<file path="src/rtl/gecko_boot_sequencer.sv">
// gecko_boot_sequencer
//   Loads a program image into memory over AXI4, one single-beat write per
//   32-bit word, then releases the gecko_compute core from reset and watches
//   its status flags until it finishes or faults.
//
//   Optional feature: define GECKO_BOOT_VERIFY_EN to read back every written
//   word over the AXI read channel and compare it with what was written.
//   Without it the read channel is idle (arvalid=0, rready=1).
//
// Ports
//   clk, rst            single clock, synchronous active-high reset
//   start, length       begin a load/run; length = word count (0 = run only)
//   prog_*              program word stream (valid/ready)
//   axi_aw*/w*/b*       AXI4 write master, one outstanding single-beat write
//   axi_ar*/r*          AXI4 read master (verify only)
//   core_rst            reset to the core, released only in RUN and DONE
//   faulted_flag,
//   finished_flag       core status
//   busy, done, error,
//   error_code          sequencer status (1 bresp, 2 verify, 3 core fault)
module gecko_boot_sequencer #(
    parameter int                    ADDR_WIDTH  = 32,
    parameter int                    ID_WIDTH    = 1,
    parameter logic [ADDR_WIDTH-1:0] START_ADDR  = '0,
    parameter int                    COUNT_WIDTH = 16
) (
    input  logic                   clk,
    input  logic                   rst,
    input  logic                   start,
    input  logic [COUNT_WIDTH-1:0] length,
    input  logic                   prog_valid,
    output logic                   prog_ready,
    input  logic [31:0]            prog_data,
    output logic                   axi_awvalid,
    input  logic                   axi_awready,
    output logic [ADDR_WIDTH-1:0]  axi_awaddr,
    output logic [ID_WIDTH-1:0]    axi_awid,
    output logic [7:0]             axi_awlen,
    output logic [2:0]             axi_awsize,
    output logic [1:0]             axi_awburst,
    output logic                   axi_wvalid,
    input  logic                   axi_wready,
    output logic [31:0]            axi_wdata,
    output logic [3:0]             axi_wstrb,
    output logic                   axi_wlast,
    input  logic                   axi_bvalid,
    output logic                   axi_bready,
    input  logic [1:0]             axi_bresp,
    input  logic [ID_WIDTH-1:0]    axi_bid,
    output logic                   axi_arvalid,
    input  logic                   axi_arready,
    output logic [ADDR_WIDTH-1:0]  axi_araddr,
    output logic [ID_WIDTH-1:0]    axi_arid,
    input  logic                   axi_rvalid,
    output logic                   axi_rready,
    input  logic [31:0]            axi_rdata,
    input  logic [1:0]             axi_rresp,
    output logic                   core_rst,
    input  logic                   faulted_flag,
    input  logic                   finished_flag,
    output logic                   busy,
    output logic                   done,
    output logic                   error,
    output logic [1:0]             error_code
);

    typedef enum logic [3:0] {
        IDLE,
        FETCH,
        WRITE,
        RESP,
`ifdef GECKO_BOOT_VERIFY_EN
        VERIFY_AR,
        VERIFY_R,
`endif
        RUN,
        DONE,
        ERROR
    } state_t;

    state_t                 state_q, state_d;
    logic [COUNT_WIDTH-1:0] idx_q, idx_d;
    logic [COUNT_WIDTH-1:0] len_q, len_d;
    logic [31:0]            word_q, word_d;
    logic                   awv_q, awv_d;
    logic                   wv_q, wv_d;
    logic                   bready_q, bready_d;
    logic [1:0]             err_q, err_d;
    logic [ADDR_WIDTH-1:0]  addr;
    logic [COUNT_WIDTH:0]   idx_inc;
    logic                   last_word;

    // One extra bit so index+1 cannot wrap before the compare.
    assign idx_inc   = {1'b0, idx_q} + {{COUNT_WIDTH{1'b0}}, 1'b1};
    assign last_word = (idx_inc == {1'b0, len_q});
    assign addr      = START_ADDR + (ADDR_WIDTH'(idx_q) << 2);

`ifdef GECKO_BOOT_VERIFY_EN
    logic arv_q, arv_d;
    logic rready_q, rready_d;
    logic unused;
    assign unused = ^axi_bid;
`else
    logic unused;
    assign unused = ^{axi_bid, axi_arready, axi_rvalid, axi_rdata, axi_rresp};
`endif

    always_ff @(posedge clk) begin
        if (rst) begin
            state_q  <= IDLE;
            idx_q    <= '0;
            len_q    <= '0;
            word_q   <= '0;
            awv_q    <= 1'b0;
            wv_q     <= 1'b0;
            bready_q <= 1'b0;
            err_q    <= 2'd0;
`ifdef GECKO_BOOT_VERIFY_EN
            arv_q    <= 1'b0;
            rready_q <= 1'b0;
`endif
        end else begin
            state_q  <= state_d;
            idx_q    <= idx_d;
            len_q    <= len_d;
            word_q   <= word_d;
            awv_q    <= awv_d;
            wv_q     <= wv_d;
            bready_q <= bready_d;
            err_q    <= err_d;
`ifdef GECKO_BOOT_VERIFY_EN
            arv_q    <= arv_d;
            rready_q <= rready_d;
`endif
        end
    end

    // Next-state logic also computes the next value of every AXI valid/ready
    // so that those outputs come straight from flops.
    always_comb begin
        state_d  = state_q;
        idx_d    = idx_q;
        len_d    = len_q;
        word_d   = word_q;
        awv_d    = awv_q;
        wv_d     = wv_q;
        bready_d = bready_q;
        err_d    = err_q;
`ifdef GECKO_BOOT_VERIFY_EN
        arv_d    = arv_q;
        rready_d = rready_q;
`endif
        case (state_q)
            IDLE, DONE, ERROR: begin
                if (start) begin
                    len_d   = length;
                    idx_d   = '0;
                    err_d   = 2'd0;
                    state_d = (length == '0) ? RUN : FETCH;
                end
            end
            FETCH: begin
                if (prog_valid) begin
                    word_d  = prog_data;
                    awv_d   = 1'b1;
                    wv_d    = 1'b1;
                    state_d = WRITE;
                end
            end
            WRITE: begin
                // Address and data channels complete independently.
                if (awv_q && axi_awready) awv_d = 1'b0;
                if (wv_q && axi_wready)   wv_d  = 1'b0;
                if ((!awv_q || axi_awready) && (!wv_q || axi_wready)) begin
                    bready_d = 1'b1;
                    state_d  = RESP;
                end
            end
            RESP: begin
                if (axi_bvalid) begin
                    bready_d = 1'b0;
                    if (axi_bresp != 2'b00) begin
                        err_d   = 2'd1;
                        state_d = ERROR;
                    end else begin
`ifdef GECKO_BOOT_VERIFY_EN
                        arv_d   = 1'b1;
                        state_d = VERIFY_AR;
`else
                        idx_d   = idx_inc[COUNT_WIDTH-1:0];
                        state_d = last_word ? RUN : FETCH;
`endif
                    end
                end
            end
`ifdef GECKO_BOOT_VERIFY_EN
            VERIFY_AR: begin
                if (axi_arready) begin
                    arv_d    = 1'b0;
                    rready_d = 1'b1;
                    state_d  = VERIFY_R;
                end
            end
            VERIFY_R: begin
                if (axi_rvalid) begin
                    rready_d = 1'b0;
                    if (axi_rresp != 2'b00 || axi_rdata != word_q) begin
                        err_d   = 2'd2;
                        state_d = ERROR;
                    end else begin
                        idx_d   = idx_inc[COUNT_WIDTH-1:0];
                        state_d = last_word ? RUN : FETCH;
                    end
                end
            end
`endif
            RUN: begin
                // A fault outranks a simultaneous finish.
                if (faulted_flag) begin
                    err_d   = 2'd3;
                    state_d = ERROR;
                end else if (finished_flag) begin
                    state_d = DONE;
                end
            end
            default: state_d = IDLE;
        endcase
    end

    assign prog_ready  = (state_q == FETCH);
    assign axi_awvalid = awv_q;
    assign axi_awaddr  = addr;
    assign axi_awid    = '0;
    assign axi_awlen   = 8'd0;
    assign axi_awsize  = 3'd2;
    assign axi_awburst = 2'b01;
    assign axi_wvalid  = wv_q;
    assign axi_wdata   = word_q;
    assign axi_wstrb   = 4'hF;
    assign axi_wlast   = 1'b1;
    assign axi_bready  = bready_q;
    assign axi_araddr  = addr;
    assign axi_arid    = '0;
`ifdef GECKO_BOOT_VERIFY_EN
    assign axi_arvalid = arv_q;
    assign axi_rready  = rready_q;
`else
    assign axi_arvalid = 1'b0;
    assign axi_rready  = 1'b1;
`endif

    assign core_rst   = !(state_q == RUN || state_q == DONE);
    assign busy       = !(state_q == IDLE || state_q == DONE || state_q == ERROR);
    assign done       = (state_q == DONE);
    assign error      = (state_q == ERROR);
    assign error_code = err_q;

endmodule
</file>
<file path="config.mk">
export PLATFORM = sky130hd
export DESIGN_NAME = gecko_boot_sequencer
export DESIGN_NICKNAME = d
export VERILOG_FILES = /design/src/rtl/gecko_boot_sequencer.sv
export SDC_FILE = /design/constraint.sdc
export NUM_CORES = 1
export LEC_CHECK = 0
export CORE_ASPECT_RATIO = 1.25
export CORE_UTILIZATION = 36
export DETAILED_ROUTE_END_ITERATION = 7
export GPL_TIMING_DRIVEN = 0
export PLACE_DENSITY = 0.84
export SETUP_SLACK_MARGIN = 0.2
export SKIP_LAST_GASP = 1
export SYNTH_ARGS = -nofsm -noshare
export SYNTH_HDL_FRONTEND = slang
export SYNTH_SLANG_ARGS = --single-unit
</file>
<file path="constraint.sdc">
create_clock -name clk -period 2.5 [get_ports clk]
set_input_delay 0.375 -clock clk [delete_from_list [all_inputs] [get_ports clk]]
set_output_delay 0.375 -clock clk [all_outputs]
set_load 0.005 [all_outputs]
</file>
==> flow_summary.toml <==
[pwr]
p_leak_nw = 2.52
clock_power_share_pct = 29.1
power.share.switching_pct = 33.4
internal_power_mw = 2.70
total_power_mw = 4.06
power.share.combinational_pct = 36.0
pwr_density_cell_nw_per_um2 = 636
vdd_drop_max_uv = 447
seq_power_share_pct = 34.9
power.net_switching_mw = 1.36

[worst_setup_path]
required_ns = 2.76
regToRegSetupSlack_ns = 0.18
critPathCaptureType = "flip-flop"
endpoint = "state_q[0]"
path_max_fanout = 10
worstSetupStartpointType = "flip-flop"
timing.setup.critical_path_class = "flip-flop to flip-flop"
reg2regPathDepth = 7
critical_path_at_ns = 2.57
worst_setup_path_startpoint = "state_q[2]"
reg2reg_to = "state_q[0]"
r2r_start = "state_q[2]"

[floorplan]
initial_core_utilization_pct = 37.2
die_width_um = 98.0
io_count = 224
floorplan.rows = 43
vertical_extent_of_the_die_um = 122
design.core.area_um2 = 11100
die_area_um2 = 11900

[finish]
syn_to_final_growth_pct = 54.0
postLayoutCoreUtil_pct = 57.3
finish.instance_area_um2 = 6380
finish.net_count = 867
final_layout_size_suffix_gt1_share_pct = 19.6
total_area_of_multi_input_combinational_cells_um2 = 2290
num_antenna_cells = 0
num-fill-cells = 984
sequential_area_um2 = 1450

[drt]
met3RoutedLength_um = 836
via_count = 4415
wl_met1_um = 4990
via_per_inst = 4.85
detail_route.iter0.violations = 203
dr.max_layer_used = "met4"
wl_per_cell_um = 13.5
ant_nets = 0
postRouteWirelength_um = 12300
met2_length_um = 6130
remaining_drc_errors = 10
drt_pass1_iterations = 7

[sta]
period_needed_ns = 2.32
timing.final.crit_share_pct = 92.6
maxClockFrequency_mhz = 432
fin_hold_ws_ns = 0.452
timing_worst_slew_pin_value_ns = 0.562
max_slew_margin_pct = 62.5
totalNegativeSetupSlack_ns = 0
hold_viol_final = 0
rsz0062_at_grt = "yes"
finalClockSkew_ns = 0.00722
timing.final.max_slew_violations = 0
setup-violations-final = 0

[clock_tree]
clk_root_buffer_cell = "clkbuf_16"
hold_buffers = 0
cts_made_buffers = 9
numClockSinks = 72
cts.clk_slew.worst_paths_ns = 0.06
clock_tree.htree_level_count = 3
worst_skew_late_latency_ns = 0.33
cts_tree = "built"
cts_max_path_buffers = 2

[synthesis]
synthesis.yosys.warnings = 0
synth.yosys.seq_area_share_pct = 34.8
ys.flop_type = "dfxtp_1"
yosys.cell_count.top_type = "nand2_1"
netlist_area_before_placement_um2 = 4140
post_synth_main_area_contributors = "dfxtp_1, buf_4, nand2_1"
synth_top_cell_area_share_pct = 34.8
synthDominantAreaCellType = "dfxtp_1"
synth_async_sr_flop_share_pct = 0
synth_seq_cells = 72
synth-edff-count = 0
synth.cells.most_frequent = "nand2_1, dfxtp_1, a21oi_1"
synth.lib_cells_used.distinct = 57
mean_instance_size_in_the_synthesized_netlist_um2 = 7.47
netlist_instances = 555

[placed_design]
dp.final_hpwl_um = 9110
dp_area_um2 = 5840
place.gp.congestion = 0.975
port_buffers = 131

[outcome]
run_status = "finished with violations"
failed_checks = "design-rule violations"

[global_route]
grt_start_max_net_pins = 14
antenna_found_initial = 0
gr-total-overflow = 0
number_of_global_route_vias_before_repair = 4011
grt_usage_pct = 20.4
first_pass_grt_wire_length_um = 19400

[flow_run]
maxCapViolations = 0

[hold_path]
hold_path.class = "flip-flop to flip-flop"
holdCritStartpoint = "axi_wdata[24]"
## how the worst min path moves through the flow
stage / slack [ns] / cells past startpoint / to
floorplan: 0.45 / 2 / len_q[13]
global placement: 0.44 / 2 / axi_wdata[22]
detailed placement: 0.45 / 2 / axi_wdata[24]
CTS: 0.45 / 2 / axi_wdata[24]
global route: 0.47 / 2 / axi_wdata[21]
finish: 0.45 / 2 / axi_wdata[24]
## cells by family (layout without fill, tap and decap cells)
logic type      count (synthesis)  in the layout  synth area share (%)
compound gates                126            126                  17.8
xor+xnor                       19             19                  4.02
fa+ha+maj                       3              3                 0.785
buf+inv                       112            280                  17.1
flops                          72             72                  34.8
mux                             2              2                 0.483
other cells                     2             54                 0.181
simple gates                  219            219                  24.8
## worst max-delay path: stages, from the launching register on
cell and delay (ns):
dfxtp_1 0.41, buf_2 0.25, nor3b_1 0.07, o21ai_0 0.25, o2111ai_2 0.25, o21ai_0 0.27, or4b_2 0.60, o22ai_1 0.14
## what timing repair did
| item | 4_1_cts | 5_1_grt |
|---|---|---|
| setup buffers | 17 | 4 |
| endpoints found under the setup margin | 17 | 49 |
| pin swaps | 13 | 3 |
| resized for setup | 25 | 12 |
## power by group through the flow
stage / Combinational (mW) / Clock [mW] / Sequential (mW)
3_3_place_gp: 1.32 / 0 / 1.43
4_1_cts: 1.42 / 1.19 / 1.41
6_report: 1.46 / 1.18 / 1.42
5_1_grt: 1.61 / 1.25 / 1.43
2_1_floorplan: 0.805 / 0 / 1.43
3_5_place_dp: 1.34 / 0 / 1.44
## cell usage in the layout (no fill, tap or decap), drive strengths merged, types with 4 or more instances in the layout
| master | count |
|---|---|
| a211oi | 5 |
| a21oi | 72 |
| buf | 102 |
| clkbuf | 32 |
| clkdlybuf4s50 | 131 |
| clkinv | 6 |
| conb | 54 |
| dfxtp | 72 |
| inv | 9 |
| nand2 | 112 |
| nand3 | 9 |
| nand3b | 7 |
| nand4 | 8 |
| nor2 | 39 |
| nor2b | 5 |
| nor3b | 4 |
| nor4 | 7 |
| o21ai | 22 |
| or2 | 4 |
| or4 | 4 |
| xnor2 | 13 |
| xor2 | 6 |
## metrics by stage
stage,setup slack (ns),cells
2_1_floorplan,0.193,607
3_3_place_gp,-0.444,873
3_5_place_dp,-0.499,873
4_1_cts,0.136,906
5_1_grt,0.0765,910
6_report,0.184,910
## registers in the layout, indices dropped and copies added, names as in the netlist
signal and cells:
len_q 16, axi_wvalid 1, error_code 2, axi_wdata 32, state_q 3, idx_q 16, axi_awvalid 1, axi_bready 1
## per-layer routing
metal | track usage [%] | vias up
li1 | - | 2207
met1 | 23.5 | 1981
met2 | 35.6 | 197
met3 | 4.42 | 30
met4 | 10.1 | 0
met5 | 0 | -
## cell type report
class / instances / area share [%]
Clock buffer: 9 / 3.53
Tap cell: 135 / 2.65
Clock inverter: 7 / 0.726
Inverter: 8 / 0.471
Multi-Input combinational cell: 423 / 35.9
Sequential cell: 72 / 22.8
Timing Repair Buffer: 152 / 23.0
Buffer: 104 / 10.9
Power figures use the tool's default switching activity.
==> RTL edit 1 (same flow settings) <==
Add a define of `GECKO_BOOT_VERIFY_EN`.
--- a/src/rtl/gecko_boot_sequencer.sv
+++ b/src/rtl/gecko_boot_sequencer.sv
@@ -18,6 +18,8 @@
 //   finished_flag       core status
 //   busy, done, error,
 //   error_code          sequencer status (1 bresp, 2 verify, 3 core fault)
+`define GECKO_BOOT_VERIFY_EN
+
 module gecko_boot_sequencer #(
     parameter int                    ADDR_WIDTH  = 32,
     parameter int                    ID_WIDTH    = 1,
Formal check against the unedited RTL: not equivalent (Yosys sat finds a counterexample within 4 cycles, from zero or initial values and one cycle with rst high).
==> RTL edit 1 against the unedited design <==
Sequential power rose by 9%; first-iteration DRC count rose by 44%; global-route usage rose by 3.1 points; routed wire length rose by 35%; final area rose by 20%; core utilization rose by 5.0 points; area after synthesis rose by 12%; sequential cell count rose by 3; total power rose by 18%; setup slack got worse by 0.11 ns.
==> RTL edit 1: results (changes against the unedited design) <==
[placed_design]
portBuffers = 170  ; +30%
place_area_mm2 = 0.00672  ; +15%
hpwl_um = 11600  ; +28%
place_ws_ns = -0.658  ; -0.159 ns
place_congestion = 0.935  ; -4.0%

[synthesis]
yosys-top-cells-count = 134 x nand2_1, 75 x dfxtp_1, 70 x buf_4
synthMuxAreaShare_pct = 0.460  ; -0.023 points
synth-xor-area-share_pct = 10.2  ; +6.2 points
synth-seq-area-share_pct = 32.5  ; -2.3 points
synth-adder-area-share_pct = 0.271  ; -0.51 points
synth_compound_area_share_pct = 15.5  ; -2.4 points
synth_area_leaders = dfxtp_1 32%, buf_4 11%, nand2_1 11%, xnor2_1 8.2%, a21oi_1 7.4%
avgSynthCellArea_um2 = 7.50  ; +0.46%

[floorplan]
die_w_um = 103  ; +5.5%

[global_routing]
grt_pass1_wl_um = 23600  ; +22%
grt_usage_pct = 23.5  ; +3.1 points
grt_pass1_vias = 4732  ; +18%

[drt]
detail_route.vias_per_cell = 5.12  ; +5.5%
routed_wl_um = 16600  ; +35%
drtIter0Drc = 292  ; +44%

[layout]
n_all_inverters = 12  ; +4
clk_share_pct = 3.96  ; -0.30 points
instances_no_fill = 1048  ; +15%
multi_input_area_share_pct = 39.2  ; +3.3 points
final_nets = 976  ; +13%
seq_cells = 75  ; +4.2%
n_all_buffers = 301  ; +18%
regArea_mm2 = 0.00153  ; +4.9%
num-multi-input-gates = 480  ; +13%
clockBufferCount = 10  ; +1
nonClkBufAreaFrac_pct = 33.7  ; -0.22 points
drive_gt1_share_pct = 23.9  ; +4.3 points
fillers = 991  ; +0.71%

[critical_path]
crit_arrival_ns = 2.61  ; +0.04 ns
crit_family = simple AND/OR/NAND/NOR gates
critPathSlowestCell = or4_4
critPathLaunchType = flip-flop
r2r_slack_ns = 0.07  ; -0.11 ns
ff2ff_path_depth = 9  ; +2
endpoint = idx_q[5]
r2r_start = axi_wdata[19]

[sta]
whs_ns = 0.472  ; +0.0202 ns
worst_pin_slew_ns = 0.697  ; +0.135 ns
layout_setup_ws_ns = 0.0716  ; -0.113 ns
skew_ns = 0.00440  ; -0.00282 ns

[cts]
cts_repair_resize_count = 82  ; +230%
cts_setup_buffers = 11  ; -6

[pwr]
p_per_area_mw_per_mm2 = 625  ; -1.7%
sequentialPower_mw = 1.55  ; +9%
intPower_mw = 3.12  ; +16%
p_leak_nw = 3.13  ; +24%
peakVddDrop_uv = 319  ; -29%
power_frac_comb_pct = 39.7  ; +3.7 points

[min_path]
min-delay-start = len_q[1]
hold_end = len_q[1]

[run_status]
status = finished, final reports clean

==> RTL edit 1: cell types whose count changed after synthesis, sizes merged, moves of 5 or more <==
cell	before	now
clkbuf	26	21
xor2	6	11
nand3b	7	0
nor2	39	26
nor3	2	17
a31oi	0	9
xnor2	13	43
nand4	8	22
nand3	9	18
o21ai	22	10
nand2	112	134
==> RTL edit 1: tightest hold or removal path, cell delays in order, from the launching register on <==
cell,delay (ns)
dfxtp_1,0.32
nand2_1,0.05
a21oi_1,0.05
==> RTL edit 1: per-layer routing <==
layer | global-route usage (%) | share of wire (%) | routed length [um] | up-vias
met3 | 5.16 | 8.5 | 1410 | 66
li1 | - | - | - | 2543
met1 | 24.8 | 35 | 5750 | 2411
met4 | 13.8 | 5.2 | 871 | 0
met5 | 0 | 0 | 0 | -
met2 | 42.2 | 52 | 8580 | 342
==> RTL edit 2 (config.mk and constraints unchanged) <==
Made on the original files. Re-encode `state_t` (7 states) as one-hot, 7 bits wide.
--- a/src/rtl/gecko_boot_sequencer.sv
+++ b/src/rtl/gecko_boot_sequencer.sv
@@ -64,18 +64,18 @@
     output logic [1:0]             error_code
 );
 
-    typedef enum logic [3:0] {
-        IDLE,
-        FETCH,
-        WRITE,
-        RESP,
+    typedef enum logic [6:0] {
+        IDLE  = 7'b0000001,
+        FETCH = 7'b0000010,
+        WRITE = 7'b0000100,
+        RESP  = 7'b0001000,
 `ifdef GECKO_BOOT_VERIFY_EN
         VERIFY_AR,
         VERIFY_R,
 `endif
-        RUN,
-        DONE,
-        ERROR
+        RUN   = 7'b0010000,
+        DONE  = 7'b0100000,
+        ERROR = 7'b1000000
     } state_t;
 
     state_t                 state_q, state_d;
Behaviour: same outputs for any inputs over 10 cycles, from zero or initial values and one cycle with rst high; not proved beyond that.
==> RTL edit 2 against the unedited design <==
Core utilization hardly changed; first-iteration DRC count grew 73%; non-clock buffer count increased by 1; final area increased by 8.8%; sequential share of layout area fell by 0.56 points; sequential cell count grew 4; setup slack better by 0.0073 ns; routed wire length rose by 7.3%; area after synthesis increased by 7.2%; total power decreased by 7.3%.
==> RTL edit 2: results (changes against the unedited design) <==
[run_status]
status = finished, final reports clean

[critical_path]
worstPathMaxFanout = 8  ; -2
crit_family = simple AND/OR/NAND/NOR gates
r2r_start = state_q[5]
crit_arrival_ns = 2.53  ; -0.04 ns
ff2ff_path_depth = 10  ; +3
r2r-end = axi_wdata[5]
max_stage_delay_ns = 0.42  ; -0.18 ns

[drt]
routed_wl_um = 13200  ; +7.3%
dr.pass1.iters = 6  ; -1
drtIter0Drc = 351  ; +73%
detail_route.vias_per_cell = 4.79  ; -1.2%

[global_routing]
met2_usage_pct = 33.7  ; -1.9 points
use_met3_pct = 4.44  ; +0.022 points
grt_usage_pct = 19.5  ; -0.84 points
grt_pass1_wl_um = 19300  ; -0.53%
grtUsageMet1_pct = 22.8  ; -0.71 points
grt_pass1_vias = 3936  ; -1.9%
grt_max_degree = 15  ; +1

[placed_design]
place_area_mm2 = 0.00616  ; +5.5%
hpwl_um = 8950  ; -1.7%
place_congestion = 0.930  ; -4.5%

[synthesis]
synth_most_common_cell = dfxtp_1
ys_types = 62  ; +8.8%
yosys-top-cells-count = 76 x dfxtp_1, 72 x buf_4, 56 x nor2_1
synth_area_leaders = dfxtp_1 34%, buf_4 12%, mux2i_1 7.4%, nor2_1 4.7%, a21oi_1 4.3%
synth-seq-area-share_pct = 34.2  ; -0.55 points
synth-async-reset-ratio_pct = 0  ; unchanged

[layout]
regArea_mm2 = 0.00154  ; +6.1%
fillers = 1038  ; +5.5%
drive_gt1_share_pct = 24.8  ; +5.2 points
final_nets = 839  ; -3.2%

[pwr]
peakVddDrop_uv = 415  ; -7.1%
p_leak_nw = 3.01  ; +20%

[min_path]
hold_path.class = in2reg
hold_end = state_q[1]
min-delay-start = rst

[sta]
whs_ns = 0.395  ; -0.0574 ns
skew_ns = 0.00942  ; +0.00220 ns

RTL edit 2: cell count changes in the layout (fill, tap and decap cells not counted), sizes merged, moves of 5 or more:
cell,delta
nand2,-64
a21oi,-34
mux2i,+31
nor2,+18
buf,+9
nor4,+9
clkbuf,-8
or3,+8
xnor2,+6
o21ai,-5
RTL edit 2: how the worst max path moves through the flow:
stage,from,to,slack (ns),cells after the start
2_1_floorplan,idx_q[0],state_q[1],0.25,8
3_3_place_gp,start,idx_q[13],-0.20,6
3_5_place_dp,start,idx_q[13],-0.29,6
4_1_cts,idx_q[9],state_q[1],0.20,6
5_1_grt,state_q[5],axi_wdata[28],0.12,10
6_report,state_q[5],axi_wdata[5],0.19,10
RTL edit 2: kinds of logic after synthesis:
| family | count (synthesis) | synth area share [%] |
|---|---|---|
| XOR/XNOR | 24 | 4.73 |
| multiplexers | 33 | 7.43 |
| buffers and inverters | 107 | 17.1 |
| other | 2 | 0.169 |
| AND/OR/NAND/NOR | 190 | 23.4 |
| flip-flops | 76 | 34.2 |
| adder cells (fa/ha/maj) | 1 | 0.281 |
| AO/OA/AOI/OAI | 89 | 12.6 |
RTL edit 2: metrics by stage:
stage / worst slack (ns) / cells
CTS: 0.201 / 898
finish: 0.191 / 911
global route: 0.119 / 911
floorplan: 0.254 / 574
detailed placement: -0.287 / 869
global placement: -0.198 / 869
RTL edit 2: worst reg2reg max path: stages (launching register included):
cell and delay (ns):
dfxtp_1 0.30, buf_6 0.13, nor4_4 0.30, buf_4 0.17, nand3b_1 0.14, or3_4 0.42
nand4_1 0.10, buf_6 0.19, clkbuf_16 0.18, mux2i_1 0.21, nor2_1 0.06
RTL edit 2: timing repair:
| action | 4_1_cts | 5_1_grt |
|---|---|---|
| buffers inserted | 13 | 11 |
| resized for setup | 35 | 35 |
| endpoints found under the setup margin | 49 | 58 |
| hold buffers | 0 | 0 |
| pin swaps | 10 | 10 |
| cloned | 0 | 2 |
RTL edit 2: area by class of cell:
class	count	area share, %
clock inverters	7	1.10
inverters	7	0.415
flip-flops and latches	76	22.2
multi-input cells	391	36.8
well taps	164	2.96
repair buffers	157	22.2
clock buffers	9	3.24
plain buffers	100	11.1
RTL edit 2: power by group:
part	switching (mW)	internal (mW)	total (mW)
sequential	0.0669	1.29	1.36
clock	0.542	0.778	1.32
combinational	0.530	0.553	1.08
RTL edit 2: per-layer routing:
metal | routed length [um] | up-vias
li1 | - | 2138
met1 | 5110 | 1953
met2 | 6580 | 241
met3 | 1060 | 36
met4 | 475 | 0
met5 | 0 | -
